### src/rtl/pipe_ctrl_pkg.sv
// Shared pipeline-control definitions: FSM encoding, register-index width,
// decode opcode constants and the grouped fetch-control bundle.
package pipe_ctrl_pkg;

    localparam int REG_W = 5;

    localparam logic [1:0] ST_RUN     = 2'd0;
    localparam logic [1:0] ST_MD_WAIT = 2'd1;
    localparam logic [1:0] ST_REPLAY  = 2'd2;

    localparam logic [5:0] OP_SPECIAL = 6'h00;
    localparam logic [5:0] OP_LB      = 6'h20;
    localparam logic [5:0] OP_LH      = 6'h21;
    localparam logic [5:0] OP_LW      = 6'h23;
    localparam logic [5:0] OP_LBU     = 6'h24;
    localparam logic [5:0] OP_LHU     = 6'h25;

    localparam logic [5:0] FN_MULT    = 6'h18;
    localparam logic [5:0] FN_MULTU   = 6'h19;
    localparam logic [5:0] FN_DIV     = 6'h1a;
    localparam logic [5:0] FN_DIVU    = 6'h1b;

    typedef struct packed {
        logic br;
        logic jal_jr;
        logic clr;
        logic stall_a;
        logic stall_b;
        logic bubble;
        logic hold;
    } fetch_ctrl_t;

    // Used by decode to derive ex_is_load / ex_is_md from the instruction word.
    function automatic logic is_load_op(input logic [5:0] op);
        return op inside {OP_LB, OP_LH, OP_LW, OP_LBU, OP_LHU};
    endfunction

    function automatic logic is_md_op(input logic [5:0] op, input logic [5:0] funct);
        return (op == OP_SPECIAL) && (funct inside {FN_MULT, FN_MULTU, FN_DIV, FN_DIVU});
    endfunction

endpackage

### src/rtl/hazard_detect.sv
// Combinational load-use compare between the decode sources and the
// execute-stage load destination; register 0 never creates a hazard.
module hazard_detect
    import pipe_ctrl_pkg::*;
(
    input  logic [REG_W-1:0] id_rs,
    input  logic [REG_W-1:0] id_rt,
    input  logic             id_uses_rs,
    input  logic             id_uses_rt,
    input  logic             ex_is_load,
    input  logic [REG_W-1:0] ex_rd,
    output logic             lu
);

    logic rs_hit;
    logic rt_hit;

    assign rs_hit = id_uses_rs && (id_rs == ex_rd);
    assign rt_hit = id_uses_rt && (id_rt == ex_rd);
    assign lu     = ex_is_load && (ex_rd != '0) && (rs_hit || rt_hit);

endmodule

### src/rtl/fetch_hazard_ctrl.sv
// Fetch-stage hazard/redirect sequencer: load-use stalls, multiply/divide
// waits with a watchdog abort and replay, and branch / jal-jr redirects.
module fetch_hazard_ctrl
    import pipe_ctrl_pkg::*;
#(
    parameter int MD_TIMEOUT = 64,
    parameter int CNT_W      = 16
) (
    input  logic             clock,
    input  logic             aclr,
    input  logic [REG_W-1:0] id_rs,
    input  logic [REG_W-1:0] id_rt,
    input  logic             id_uses_rs,
    input  logic             id_uses_rt,
    input  logic             ex_is_load,
    input  logic [REG_W-1:0] ex_rd,
    input  logic             ex_is_md,
    input  logic             md_ready,
    input  logic             ex_br_taken,
    input  logic             ex_jal_jr,
    output logic             br,
    output logic             jal_jr,
    output logic             jal_jrClr,
    output logic             stallA,
    output logic             stallB,
    output logic             dx_bubble,
    output logic             ex_hold,
    output logic             md_err,
    output logic [CNT_W-1:0] stall_cnt
);

    localparam int              WD_W    = $clog2(MD_TIMEOUT);
    localparam logic [WD_W-1:0] WD_LAST = WD_W'(MD_TIMEOUT - 1);

    logic [1:0]       state_reg, state_next;
    logic [WD_W-1:0]  wd_reg, wd_next;
    logic             md_err_reg, md_err_next;
    logic [CNT_W-1:0] stall_cnt_reg;
    fetch_ctrl_t      ctl;
    logic             lu;
    logic             redirect;

    hazard_detect u_hazard_detect (
        .id_rs      (id_rs),
        .id_rt      (id_rt),
        .id_uses_rs (id_uses_rs),
        .id_uses_rt (id_uses_rt),
        .ex_is_load (ex_is_load),
        .ex_rd      (ex_rd),
        .lu         (lu)
    );

    assign redirect = ex_br_taken || ex_jal_jr;

    always_comb begin
        ctl         = '0;
        state_next  = state_reg;
        wd_next     = wd_reg;
        md_err_next = 1'b0;
        case (state_reg)
            ST_RUN: begin
                if (redirect) begin
                    ctl.br     = ex_br_taken;
                    ctl.jal_jr = ex_jal_jr;
                    ctl.clr    = 1'b1;
                    ctl.bubble = 1'b1;
                end else if (ex_is_md) begin
                    // A result already valid this cycle needs no wait at all.
                    if (!md_ready) begin
                        ctl.stall_a = 1'b1;
                        ctl.hold    = 1'b1;
                        state_next  = ST_MD_WAIT;
                        wd_next     = '0;
                    end
                end else if (lu) begin
                    ctl.stall_a = 1'b1;
                    ctl.bubble  = 1'b1;
                end
            end
            ST_MD_WAIT: begin
                ctl.stall_a = 1'b1;
                ctl.hold    = 1'b1;
                if (md_ready) begin
                    state_next = ST_RUN;
                end else if (wd_reg == WD_LAST) begin
                    md_err_next = 1'b1;
                    state_next  = ST_REPLAY;
                end else begin
                    wd_next = wd_reg + WD_W'(1);
                end
            end
            ST_REPLAY: begin
                ctl.stall_b = 1'b1;
                ctl.clr     = 1'b1;
                ctl.bubble  = 1'b1;
                state_next  = ST_RUN;
            end
            default: state_next = ST_RUN;
        endcase
    end

    always_ff @(posedge clock or negedge aclr) begin
        if (!aclr) begin
            state_reg     <= ST_RUN;
            wd_reg        <= '0;
            md_err_reg    <= 1'b0;
            stall_cnt_reg <= '0;
        end else begin
            state_reg  <= state_next;
            wd_reg     <= wd_next;
            md_err_reg <= md_err_next;
            if (ctl.stall_a && (stall_cnt_reg != '1))
                stall_cnt_reg <= stall_cnt_reg + CNT_W'(1);
        end
    end

    // Gated by reset so every control drops the instant aclr asserts,
    // regardless of what the pipeline registers are presenting.
    assign br        = ctl.br      && aclr;
    assign jal_jr    = ctl.jal_jr  && aclr;
    assign jal_jrClr = ctl.clr     && aclr;
    assign stallA    = ctl.stall_a && aclr;
    assign stallB    = ctl.stall_b && aclr;
    assign dx_bubble = ctl.bubble  && aclr;
    assign ex_hold   = ctl.hold    && aclr;
    assign md_err    = md_err_reg;
    assign stall_cnt = stall_cnt_reg;

endmodule

### config.mk
export PLATFORM = sky130hd
export DESIGN_NAME = fetch_hazard_ctrl
export DESIGN_NICKNAME = d
export VERILOG_FILES = /design/src/rtl/pipe_ctrl_pkg.sv /design/src/rtl/hazard_detect.sv /design/src/rtl/fetch_hazard_ctrl.sv
export SDC_FILE = /design/constraint.sdc
export NUM_CORES = 1
export LEC_CHECK = 0
export ABC_AREA = 1
export BUFFER_PORTS_ARGS = -buffer_cell sky130_fd_sc_hd__buf_2
export CAP_MARGIN = 20
export CORE_ASPECT_RATIO = 0.5
export CORE_MARGIN = 3
export CORE_UTILIZATION = 56
export DETAILED_ROUTE_END_ITERATION = 10
export HOLD_SLACK_MARGIN = 0.02
export MAX_ROUTING_LAYER = met4
export PLACE_DENSITY = 0.84
export SLEW_MARGIN = 20
export SYNTH_ARGS = -nofsm -noshare
export SYNTH_HDL_FRONTEND = slang
export SYNTH_SLANG_ARGS = --single-unit
### constraint.sdc
create_clock -name clock -period 3.4 [get_ports clock]
set_clock_uncertainty 0.05 [all_clocks]
set_input_delay 0.51 -clock clock [delete_from_list [all_inputs] [get_ports clock]]
set_output_delay 0.51 -clock clock [all_outputs]
set_load 0.01 [all_outputs]
==> results by stage, run 1 <==
Outcome:
- The run finished with clean final reports.

Placed design:
- Routability-driven placement finished with a final weighted congestion of 0.981.
- During placement, the flow inserted port buffers numbering 47.
- Counting tap cells, the placed design contains a total of ~340 instances.
- Detailed placement finished with a half-perimeter wire length of around 3000 um.
- The area after detailed placement is 0.00197 mm2.

Clocking:
- In this run, post-CTS hold repair placed 0 buffers.
- Gates resized during post-CTS repair numbered 0.
- CTS placed an instance of sky130_fd_sc_hd__clkbuf_8 at the clock tree root.
- The latest clock arrival within the worst-skew pair is 0.28 ns.
- TritonCTS built the clock tree.
- The number of buffers inserted during clock tree synthesis is 3.
- The number of sinks handled by clock tree synthesis is 25.
- The clock tree buffer depth is 2.
- After clock tree synthesis, the setup repair step added 0 buffers.
- The number of H-tree branching levels is 1.
- The clock-pin slew on the worst setup and hold paths is approximately 0.10 ns.

Floorplan:
- The die is 45.2 um tall.
- During I/O placement, the number of pins put on the boundary was 48.
- The die covers ~0.0038 mm2.
- The area of the placeable core is between 0.002 and 0.003 mm2.
- The initial utilization of the core area, before any placement, comes to a little over three fifths.
- The die is 84.3 um wide.
- The total number of placement rows is 13.

Global route:
- The number of antenna violations at the first check in global routing is 0.
- The largest net degree at the start of global routing is 30.
- The aggregate global-route resource usage is a little under a quarter.
- The wire length of the first global-routing pass is roughly 6700 um.
- The final global-route overflow total is 0.
- The number of global-route vias before repair was between 1500 and 2000.

Synthesis:
- The instance count of the mapped netlist is about 260.
- The share of the synthesized area in the top cell type is between 30% and 40%.
- The count of cell types in the netlist is 25.
- Summed over all instances, the cell type with the most area after synthesis is sky130_fd_sc_hd__dfrtp_1.
- During synthesis, Yosys emitted a total of 0 warnings.
- After synthesis, the cell types taking the most area are sky130_fd_sc_hd__dfrtp_1, sky130_fd_sc_hd__nand2_1, sky130_fd_sc_hd__nand3_1.
- Synthesis produced a netlist with a net count of roughly 280.
- The register bit count reported by yosys is 25.
- The synthesized area per cell is between 6 and 7 um2.
- Sequential cells were found to cover a little over a third of the synthesized design area.
- The summed instance area of the synthesized netlist is about 0.0017 mm2.

Timing:
- The top achievable clock speed is 0.464 GHz.
- The final hold violation count is 0.
- The count of pins over their slew limit is 0.
- At the pin with the least slew margin, the transition time is 0.622 ns.
- Hold timing on the final database bottoms out at a slack of 0.185 ns.
- The clock period could shrink to 2.16 ns.
- Setup repair after global routing left no endpoint under its margin.
- The aggregate negative setup slack is 0 ns.
- Dividing the final minimum period by the clock period gives 63.4%.
- The setup-violating endpoint count in the final report is 0.
- The relative slew slack is 58.6%.

Pwr:
- Power spread over the standard cell area amounts to approximately 360 mW/mm2.
- Power comes to roughly 730 uW.
- The leakage power summed over all cells is between 0.001 and 0.0015 uW.
- The peak supply drop is between 0.3 and 0.4 mV.

Setup path:
- Traced cell by cell, the critical path runs through nor3_1, nand3_2, a21oi_1, buf_2.
- The delay of the slowest cell on the worst path is slightly above 0.4 ns.
- The worst setup path is captured at an output pin.
- Data on the critical path is required at its endpoint by approximately 2.8 ns.
- The arrival time of the worst setup path is roughly 1.6 ns.
- The worst setup path is of the register to output pin kind.
- Across all register-to-register paths, the minimum setup slack is 1.45 ns.
- The critical-path maximum fanout is 3.
- The library cell contributing the largest single delay on the critical path is sky130_fd_sc_hd__dfrtp_1.
- The worst setup path is launched from a register.

Route:
- The detail-routed via count per cell is 5.14.
- Once detail routing completed, the nets flagged for antenna violations numbered 0.
- The total DRC errors in the routed layout is 0.
- Before antenna repair, the detailed router went through 4 iterations.
- For this block, the via count after detailed routing is approximately 1700.
- After the first detailed-routing iteration, the DRC count stood at 71.
- After detailed routing, the average wire length per cell comes to 11.9 um.
- The total routed wirelength is approximately 4000 um.

Final layout:
- The fraction of layout cells with a size suffix above 1 is between 20% and 30%.
- The total number of nets in the final design is between 300 and 400.
- The number of flip-flops under the largest register name is 16.
- The final standard cell area without fillers is 0.00202 mm2.
- The post-layout instance count excluding filler cells is 340.
- The diode insertion count for antenna repair is 0.
- From synthesis to final layout, the design area changed by 17.9%.

Worst hold path:
- The tightest min-delay check is of the primary input to async pin type.

Job:
- The count of maximum capacitance violations is 0.
final timing paths:
check | from | endpoint | depth (start not counted)
max in group asynchronous | aclr | stall_cnt[1]$_DFFE_PN0P_ | 1
worst min-delay path | aclr | state_reg[0]$_DFFE_PN0P_ | 1
worst max register to register | stall_cnt[0]$_DFFE_PN0P_ | stall_cnt[10]$_DFFE_PN0P_ | 9
min in group clock | wd_reg[4]$_DFFE_PN0P_ | wd_reg[4]$_DFFE_PN0P_ | 1
worst max-delay path | state_reg[1]$_DFFE_PN0P_ | stallA | 4
worst min register to register | wd_reg[4]$_DFFE_PN0P_ | wd_reg[4]$_DFFE_PN0P_ | 1
final cells by class:
type / instances / area (um2)
Clock buffer: 3 / 41.3
Clock inverter: 1 / 7.51
Fill cell: 212 / 726
Inverter: 34 / 129
Multi-Input combinational cell: 193 / 938
Sequential cell: 25 / 626
Tap cell: 37 / 46.3
Timing Repair Buffer: 47 / 235
synthesized netlist by cell type:
cell                       count
sky130_fd_sc_hd__a21oi_1       4
sky130_fd_sc_hd__buf_2         1
sky130_fd_sc_hd__buf_4         1
sky130_fd_sc_hd__buf_6         1
sky130_fd_sc_hd__clkinv_2      1
sky130_fd_sc_hd__dfrtp_1      25
sky130_fd_sc_hd__ha_1          2
sky130_fd_sc_hd__inv_1        29
sky130_fd_sc_hd__inv_2         4
sky130_fd_sc_hd__nand2_1      89
sky130_fd_sc_hd__nand2_4       2
sky130_fd_sc_hd__nand3_1      28
sky130_fd_sc_hd__nand3_2       2
sky130_fd_sc_hd__nand3b_1      1
sky130_fd_sc_hd__nand4_1       2
sky130_fd_sc_hd__nand4_4       1
sky130_fd_sc_hd__nor2_1       32
sky130_fd_sc_hd__nor2_2        2
sky130_fd_sc_hd__nor3_1        7
sky130_fd_sc_hd__nor3b_1       2
sky130_fd_sc_hd__nor4_1        2
sky130_fd_sc_hd__o21a_1        1
sky130_fd_sc_hd__o21ai_0       2
sky130_fd_sc_hd__xnor2_1       7
sky130_fd_sc_hd__xor2_1        7
metal layers:
metal | global-route usage (%) | wire (um)
met3 | 5.28 | 315
met5 | - | 0
met4 | 4.81 | 33
met1 | 28.0 | 1860
met2 | 40.1 | 1840
cell families (layout without fill, tap and decap cells):
group	after synthesis	after routing	synth area share (%)
AOI/OAI and AO/OA	7	7	2.19
and+or+nand+nor	170	170	43.9
adders and majority gates	2	2	1.46
xor gates and xnor gates	14	14	7.14
DFF	25	25	36.4
buffers and inverters	37	85	8.89
report_power, final:
part / total (uW) / internal, uW / switching [uW]
registers: 367 / 327 / 39.9
clock network: 184 / 83.2 / 101
logic: 181 / 72.5 / 108
total: 731 / 483 / 249
placed cells by master (no fill, tap or decap), drive strengths merged:
cell,count
clkinvlp,1
nor3b,2
nand3b,1
nor2,34
xnor2,7
nor4,2
nand2,91
buf,47
xor2,7
o21ai,2
clkinv,1
nand3,30
a21oi,4
nor3,7
nand4,3
inv,33
ha,2
o21a,1
clkbuf,3
dfrtp,25
through the flow:
step / setup slack (ns) / util, %
floorplan: 1.64 / -
global route: 1.13 / 73.6
CTS: 1.26 / 73.6
global placement: 1.35 / 71.8
detailed placement: 1.32 / 71.8
finish: 1.24 / 73.6
worst max-delay path: cells and delay by family, from the launching register on:
family	cells	cell delay, ns
DFF	1	0.41
and+or+nand+nor	2	0.60
buffers and inverters	1	0.15
AOI/OAI and AO/OA	1	0.16
Note: power is estimated with default switching activity, not from simulation.
==> run 2, diff against run 1 <==
--- a/config.mk
+++ b/config.mk
@@ -10,11 +10,11 @@
 export CAP_MARGIN = 20
 export CORE_ASPECT_RATIO = 0.5
 export CORE_MARGIN = 3
-export CORE_UTILIZATION = 56
+export CORE_UTILIZATION = 47
 export DETAILED_ROUTE_END_ITERATION = 10
 export HOLD_SLACK_MARGIN = 0.02
 export MAX_ROUTING_LAYER = met4
-export PLACE_DENSITY = 0.84
+export PLACE_DENSITY = 0.75
 export SLEW_MARGIN = 20
 export SYNTH_ARGS = -nofsm -noshare
 export SYNTH_HDL_FRONTEND = slang
==> constraint.sdc (replaced) <==
create_clock -name clock -period 1.9 [get_ports clock]
set_clock_uncertainty 0.05 [all_clocks]
set_input_delay 0.285 -clock clock [delete_from_list [all_inputs] [get_ports clock]]
set_output_delay 0.285 -clock clock [all_outputs]
set_load 0.01 [all_outputs]
==> results by stage, run 2 (same netlist as run 1, synthesis figures left out) <==
Outcome:
- The run finished with clean final reports.

Final layout:
- From synthesis to final layout, the design area changed by 22.9%.
- The library cell used most frequently in the layout, excluding fill and tap cells, is sky130_fd_sc_hd__nand2_1.
- The number of fill cells in the layout came to 293 (+38%).
- The fraction of layout cells with a size suffix above 1 is 22.8% (+2.0 points).
- The number of flip-flops under the largest register name was 16 (unchanged).
- The final standard cell area without fillers is 0.00211 mm2 (+4.3%).
- The total number of nets in the final design is 334 (+1.2%).
- The area of the multi-input gates was 962 um2 (+2.5%).
- The area occupied by registers is 627 um2 (+0.20%).
- The diode insertion count for antenna repair is 0 (unchanged).
- Leaving out fill and tap cells, the most frequent cells in the layout are sky130_fd_sc_hd__nand2_1, sky130_fd_sc_hd__buf_2, sky130_fd_sc_hd__nor2_1, sky130_fd_sc_hd__inv_1, sky130_fd_sc_hd__nand3_1.

Setup path:
- The arrival time of the worst setup path is 1.43 ns (-0.17 ns).
- The required time reported for the critical path endpoint is 1.56 ns (-1.28 ns).
- The critical register-to-register path startpoint is stall_cnt[1]$_DFFE_PN0P_.
- The worst setup path is launched from a primary input.
- The kind of end point of the critical path is an output pin.
- The worst setup path category is primary input to output pin.
- The critical path starts at aclr.
- The end of the worst register-to-register path is stall_cnt[0]$_DFFE_PN0P_.
- The capturing instance or port of the critical path is dx_bubble.
- The setup slack of the worst register-to-register path came to 0.17 ns (-1.28 ns).
- The critical-path maximum fanout is 14 (+11).
- The worst-case reg-to-reg path depth is 9 (unchanged).

Timing:
- Timing would allow up to 0.568 GHz.
- The final critical delay including setup and external delays is 1.76 ns.
- Setup repair after global routing left no endpoint under its margin.
- The setup-violating endpoint count in the final report is 0 (unchanged).
- The aggregate negative setup slack is 0 ns (unchanged).
- The count of pins over their slew limit is 0 (unchanged).
- The final hold violation count is 0 (unchanged).
- The relative slew slack is 75.6% (+17 points).
- The transition at the pin with the smallest max-transition slack is 0.363 ns (-0.259 ns).
- The fraction of the cycle the final worst path needs is about 93%.

Route:
- The number of DRC violations after detailed-routing iteration 0 came to 68 (-4.2%).
- The total DRC errors in the routed layout was 0 (unchanged).
- The detailed-route via count is 1728 (-1.0%).
- The remaining antenna violation count was 0 (unchanged).
- The routed metal-1 wirelength came to 1790 um (-3.7%).
- The wire length per cell after detailed routing came to 11.2 um (-5.8%).
- The detail-routed via count per cell is 4.87 (-5.2%).
- The highest routed metal layer is met4.
- The met3 routed wirelength was 330 um (+4.8%).
- The length of the first detailed-routing pass in iterations is 4 (unchanged).
- The total routed wirelength is 3990 um (-1.7%).
- The routed length on met2 is 1840 um (-0.27%).

Clocking:
- The clock tree buffer depth is 2 (unchanged).
- The number of H-tree branching levels came to 1 (unchanged).
- The cell chosen for the clock root is sky130_fd_sc_hd__clkbuf_8.
- The number of sinks handled by clock tree synthesis came to 25 (unchanged).
- The number of buffers inserted during clock tree synthesis is 3 (unchanged).
- The clock-pin slew on the worst setup and hold paths is 0.09 ns (about the same).
- TritonCTS built the clock tree.
- The latest clock arrival within the worst-skew pair was 0.27 ns (about the same).

Pwr:
- The switching portion of total power is 33.7% (-0.26 points).
- The design internal power is 875 uW (+81%).
- The net switching power is 446 uW (+79%).
- The power density of the placed cells is 626 mW/mm2 (+73%).
- The power share of the combinational group is 25.0% (+0.3 points).
- The clock network power share came to 24.7% (-0.4 points).
- The peak supply drop came to 0.441 mV (+29%).
- The leakage power summed over all cells is 0.00121 uW (+2.4%).
- The share of power burned in registers is 50.2% (about the same).

Job:
- The count of maximum capacitance violations is 0 (unchanged).

Global route:
- The final global-route overflow total is 0 (unchanged).
- The largest net degree at the start of global routing is 18 (-40%).
- The number of global-route vias before repair came to 1596 (+2.7%).
- The aggregate global-route resource usage is 18.6% (-4.4 points).
- The wire length of the first global-routing pass is 6760 um (+0.94%).
- The number of antenna violations at the first check in global routing is 0 (unchanged).

Floorplan:
- The full die area is 0.00446 mm2 (+17%).
- The die height is 48.7 um (+7.9%).
- The effective utilization at floorplan came to 53.0% (-9.5 points).
- The area of the placeable core is 0.00324 mm2 (+18%).
- The total number of placement rows is 14 (+1).
- The die span in x was 91.5 um (+8.5%).
- The count of pins on the block boundary is 48 (unchanged).

Placed design:
- The final HPWL from detailed placement is 3060 um (+0.65%).
- The final estimated routing congestion in global placement is 0.898 (-8.4%).
- The area after detailed placement is 0.00200 mm2 (+1.5%).
- The count of input and output buffers is 47 (unchanged).

Worst hold path:
- The tightest min-delay check is of the primary input to register type.
-- run 2: power groups by stage --
stage	Sequential, uW	Combinational (uW)	Clock, uW
floorplan	679	181	0
global placement	668	316	0
detailed placement	672	324	0
CTS	661	327	332
global route	677	371	358
finish	664	331	327
-- run 2: critical path, stage by stage --
cell	delay, ns
sky130_fd_sc_hd__dlygate4sd3_1	0.54
sky130_fd_sc_hd__buf_4	0.20
sky130_fd_sc_hd__nand2_1	0.11
sky130_fd_sc_hd__a21oi_1	0.14
sky130_fd_sc_hd__buf_2	0.15
-- run 2: cell type report --
cell class              instances  area share, %
clock buffers                   3           1.96
clock inverters                 1          0.356
inverters                      34           6.11
multi-input cells             193           45.6
flip-flops and latches         25           29.7
well taps                      48           2.85
repair buffers                 51           13.4
-- run 2: stage by stage --
stage          cells  utilization, %  hold WS (ns)  worst slack (ns)  total power (uW)
2_1_floorplan    255               -       -0.0606             0.248               860
6_report         355            65.1         0.267             0.138              1320
3_5_place_dp     349            61.8         0.126            0.0897               996
3_3_place_gp     349            61.8         0.127             0.169               984
5_1_grt          355            65.1         0.317           0.00474              1410
4_1_cts          354            63.6         0.262           0.00407              1320
-- run 2: worst min-delay path by stage --
| stage | from | end | cells past startpoint |
|---|---|---|---|
| floorplan | aclr | md_err$_DFF_PN0_ | 0 |
| global placement | aclr | wd_reg[5]$_DFFE_PN0P_ | 1 |
| detailed placement | aclr | wd_reg[3]$_DFFE_PN0P_ | 1 |
| CTS | md_ready | state_reg[1]$_DFFE_PN0P_ | 4 |
| global route | md_ready | state_reg[1]$_DFFE_PN0P_ | 4 |
| finish | md_ready | md_err$_DFF_PN0_ | 4 |
-- run 2: what timing repair did --
item,4_1_cts,5_1_grt
endpoints found under the setup margin,0,20
setup buffers,0,1
hold buffers,1,0
hold endpoints to repair,9,0
gates resized for setup,0,8
-- run 2: metal layers --
layer	global-route usage [%]	up-vias
met4	2.00	0
met1	23.1	749
met2	32.2	76
li1	-	898
met5	-	-
met3	4.33	5
==> run 3, diff against run 2 <==
--- a/config.mk
+++ b/config.mk
@@ -5,12 +5,11 @@
 export SDC_FILE = /design/constraint.sdc
 export NUM_CORES = 1
 export LEC_CHECK = 0
-export ABC_AREA = 1
 export BUFFER_PORTS_ARGS = -buffer_cell sky130_fd_sc_hd__buf_2
 export CAP_MARGIN = 20
 export CORE_ASPECT_RATIO = 0.5
 export CORE_MARGIN = 3
-export CORE_UTILIZATION = 47
+export CORE_UTILIZATION = 45
 export DETAILED_ROUTE_END_ITERATION = 10
 export HOLD_SLACK_MARGIN = 0.02
 export MAX_ROUTING_LAYER = met4
==> results by stage, run 3 <==
Clocking:
- The clock-pin slew on the worst setup and hold paths is 0.08 ns (about the same).
- The TritonCTS clock tree is done.
- The number of H-tree branching levels is 1 (unchanged).
- The latest clock arrival within the worst-skew pair was 0.26 ns (about the same).
- The number of sinks handled by clock tree synthesis is 25 (unchanged).
- The number of buffers inserted during clock tree synthesis is 3 (unchanged).
- The clock tree buffer depth is 2 (unchanged).
- The cell chosen for the clock root is sky130_fd_sc_hd__clkbuf_8.

Final layout:
- The most common cell after layout, fill and taps aside is sky130_fd_sc_hd__buf_2.
- The fraction of layout cells with a size suffix above 1 is 39.1% (+16 points).
- The top cell types in the final layout, fill and taps aside, are sky130_fd_sc_hd__buf_2, sky130_fd_sc_hd__dfrtp_1, sky130_fd_sc_hd__buf_4, sky130_fd_sc_hd__nor2_1, sky130_fd_sc_hd__xor2_1.
- The total number of nets in the final design is 247 (-26%).
- The number of flip-flops under the largest register name was 16 (unchanged).
- The diode insertion count for antenna repair is 0 (unchanged).
- The final standard cell area without fillers is 0.00197 mm2 (-6.6%).
- The final design utilization is 70.8% (+5.7 points).
- The number of fill cells in the layout is 211 (-28%).
- Relative to the synthesized area, the layout overhead comes to 39.8%.

Setup path:
- The startpoint class of the critical path is a register.
- The worst setup path category is register to register.
- The kind of end point of the critical path is a register.
- The critical-path maximum fanout is 6 (-8).
- The required time reported for the critical path endpoint was 2.00 ns (+0.44 ns).
- Traced cell by cell, the critical path runs through nand4_1, nor4_4, and4b_1, a21oi_4, nor2_1, xor2_1.
- The arrival time of the worst setup path was 1.93 ns (+0.50 ns).
- The delay of the slowest cell on the worst path is 0.37 ns (-0.17 ns).
- For this design, the slowest cell found on the critical path is sky130_fd_sc_hd__dfrtp_1.

Route:
- The number of DRC violations after detailed-routing iteration 0 is 49 (-28%).
- The detail-routed via count per cell is 5.10 (+4.8%).
- The length of the first detailed-routing pass in iterations is 4 (unchanged).
- The wire length per cell after detailed routing is 14.2 um (+26%).
- The total routed wirelength was 3640 um (-8.6%).
- The detailed-route via count came to 1311 (-24%).
- The remaining antenna violation count is 0 (unchanged).
- The total DRC errors in the routed layout is 0 (unchanged).

Synthesis:
- The count of cell types in the netlist is 30 (+20%).
- The most common cell in the synthesized netlist is sky130_fd_sc_hd__dfrtp_1.
- The synthesized area per cell came to 9.65 um2 (+43%).
- The register area share after synthesis was 44.4% (+8.0 points).
- By count the netlist is led by sky130_fd_sc_hd__dfrtp_1, sky130_fd_sc_hd__nor2_1, sky130_fd_sc_hd__xor2_1.
- The number of nets in the synthesized netlist was 172 (-39%).
- The async set-reset flop share out of synthesis is 100% (unchanged).
- The register bit count reported by yosys is 25 (unchanged).
- Summed over all instances, the cell type with the most area after synthesis is sky130_fd_sc_hd__dfrtp_1.
- The number of flops mapped to enable cells by yosys came to 0 (unchanged).
- The total number of yosys warnings is 0 (unchanged).
- The share of the synthesized area in the top cell type is 44.4% (+8.0 points).
- The summed instance area of the synthesized netlist came to 0.00141 mm2 (-18%).
- By area the synthesized netlist is led by sky130_fd_sc_hd__dfrtp_1, sky130_fd_sc_hd__xor2_1, sky130_fd_sc_hd__xnor2_1.
- The prevailing post-synth register cell is sky130_fd_sc_hd__dfrtp_1.
- The instance count of the mapped netlist is 146 (-43%).

Floorplan:
- The die span in x is 85.1 um (-6.9%).
- The area of the placeable core was 0.00278 mm2 (-14%).
- The count of pins on the block boundary is 48 (unchanged).
- The total number of placement rows is 13 (-1).
- The full die area is 0.00388 mm2 (-13%).
- The die height is 45.6 um (-6.5%).
- The effective utilization at floorplan is 50.7% (-2.3 points).

Timing:
- The top achievable clock speed was 0.548 GHz (-3.5%).
- The final critical delay including setup and external delays is 1.83 ns (+0.0637 ns).
- The fraction of the cycle the final worst path needs is 96.1% (+3.4 points).
- The transition at the pin with the smallest max-transition slack is 0.582 ns (+0.219 ns).
- The count of pins over their slew limit is 0 (unchanged).
- The final hold violation count is 0 (unchanged).
- The relative slew slack came to 61.1% (-15 points).
- Setup repair after global routing left no endpoint under its margin.
- The setup-violating endpoint count in the final report came to 0 (unchanged).

Placed design:
- The area after detailed placement was 0.00183 mm2 (-8.7%).
- The final HPWL from detailed placement is 2760 um (-9.6%).
- The count of input and output buffers came to 47 (unchanged).
- The final estimated routing congestion in global placement is 0.800 (-11%).

Job:
- The count of maximum capacitance violations came to 0 (unchanged).

Global route:
- The largest net degree at the start of global routing came to 14 (-4).
- The number of antenna violations at the first check in global routing is 0 (unchanged).
- The final global-route overflow total is 0 (unchanged).
- The aggregate global-route resource usage is 20.1% (+1.5 points).
- The number of global-route vias before repair was 1292 (-19%).
- The wire length of the first global-routing pass is 5810 um (-14%).

Worst hold path:
- In this run the worst hold path is classified as primary input to register.

Pwr:
- The peak supply drop is 0.402 mV (-8.9%).
- The leakage power summed over all cells is 0.00104 uW (-14%).
- The power density of the placed cells is 713 mW/mm2 (+14%).
- The overall power of the completed layout is 1400 uW (+6.3%).

Outcome:
- The run finished with clean final reports.
run 3: final timing paths:
check	start	endpoint	slack (ns)	depth (start not counted)
min reg2reg	wd_reg[0]$_DFFE_PN0P_	wd_reg[0]$_DFFE_PN0P_	0.46	1
max	stall_cnt[6]$_DFFE_PN0P_	stall_cnt[14]$_DFFE_PN0P_	0.07	6
max reg2reg	stall_cnt[6]$_DFFE_PN0P_	stall_cnt[14]$_DFFE_PN0P_	0.07	6
min	md_ready	md_err$_DFF_PN0_	0.21	2
max in group asynchronous	aclr	stall_cnt[9]$_DFFE_PN0P_	0.30	3
min in group asynchronous	aclr	wd_reg[0]$_DFFE_PN0P_	0.52	3
run 3: what timing repair did:
action / 4_1_cts / 5_1_grt
setup buffers: 0 / 3
endpoints found under the hold margin: 13 / 0
gates resized for setup: 2 / 9
pin swaps: 0 / 5
setup endpoints to repair: 12 / 16
hold buffers: 2 / 0
run 3: layout make-up:
cell class	count	area (um2)	area share, %
multi-input combinational	113	805	40.9
clock buffer	4	45.0	2.29
inverter	7	26.3	1.33
sequential	25	627	31.8
timing repair buffer	71	420	21.3
tap	37	46.3	2.35
run 3: stage by stage:
step	instances	hold WS [ns]	setup WS, ns	setup TNS [ns]
4_1_cts	254	0.192	0.0159	0
3_5_place_dp	248	0.174	-0.0728	-0.342
3_3_place_gp	248	0.174	0.0349	0
6_report	257	0.207	0.0745	0
2_1_floorplan	146	-0.0606	0.00797	0
5_1_grt	257	0.205	0.00115	0
run 3: routing by layer:
metal / track usage [%] / vias to the layer above / share of wire, %
met3: 4.87 / 2 / 3.0
li1: - / 651 / -
met2: 37.8 / 23 / 53
met4: 2.84 / 0 / 0.52
met1: 22.8 / 635 / 43
met5: - / - / 0
run 3: cell families (layout without fill, tap and decap cells):
group / count (synthesis) / in the layout / share of synthesized area [%]
AO/OA/AOI/OAI: 9 / 9 / 4.00
XOR/XNOR: 28 / 28 / 17.4
adder cells (fa/ha/maj): 2 / 2 / 1.78
buffers and inverters: 8 / 82 / 2.13
flip-flops: 25 / 25 / 44.4
multiplexers: 3 / 3 / 2.31
AND/OR/NAND/NOR: 71 / 71 / 28.0
run 3: power breakdown:
part | total, uW | leakage (uW) | switching, uW | internal [uW]
logic | 448 | 0.000691 | 221 | 227
registers | 644 | 0.000327 | 53.9 | 590
clock network | 312 | 0.0000228 | 162 | 150
run 3: critical path, delay by kind of cell, from the launching register on:
kind / cells / cell delay (ns)
AO/OA/AOI/OAI: 1 / 0.23
XOR/XNOR: 1 / 0.15
flip-flops: 1 / 0.37
AND/OR/NAND/NOR: 4 / 0.93
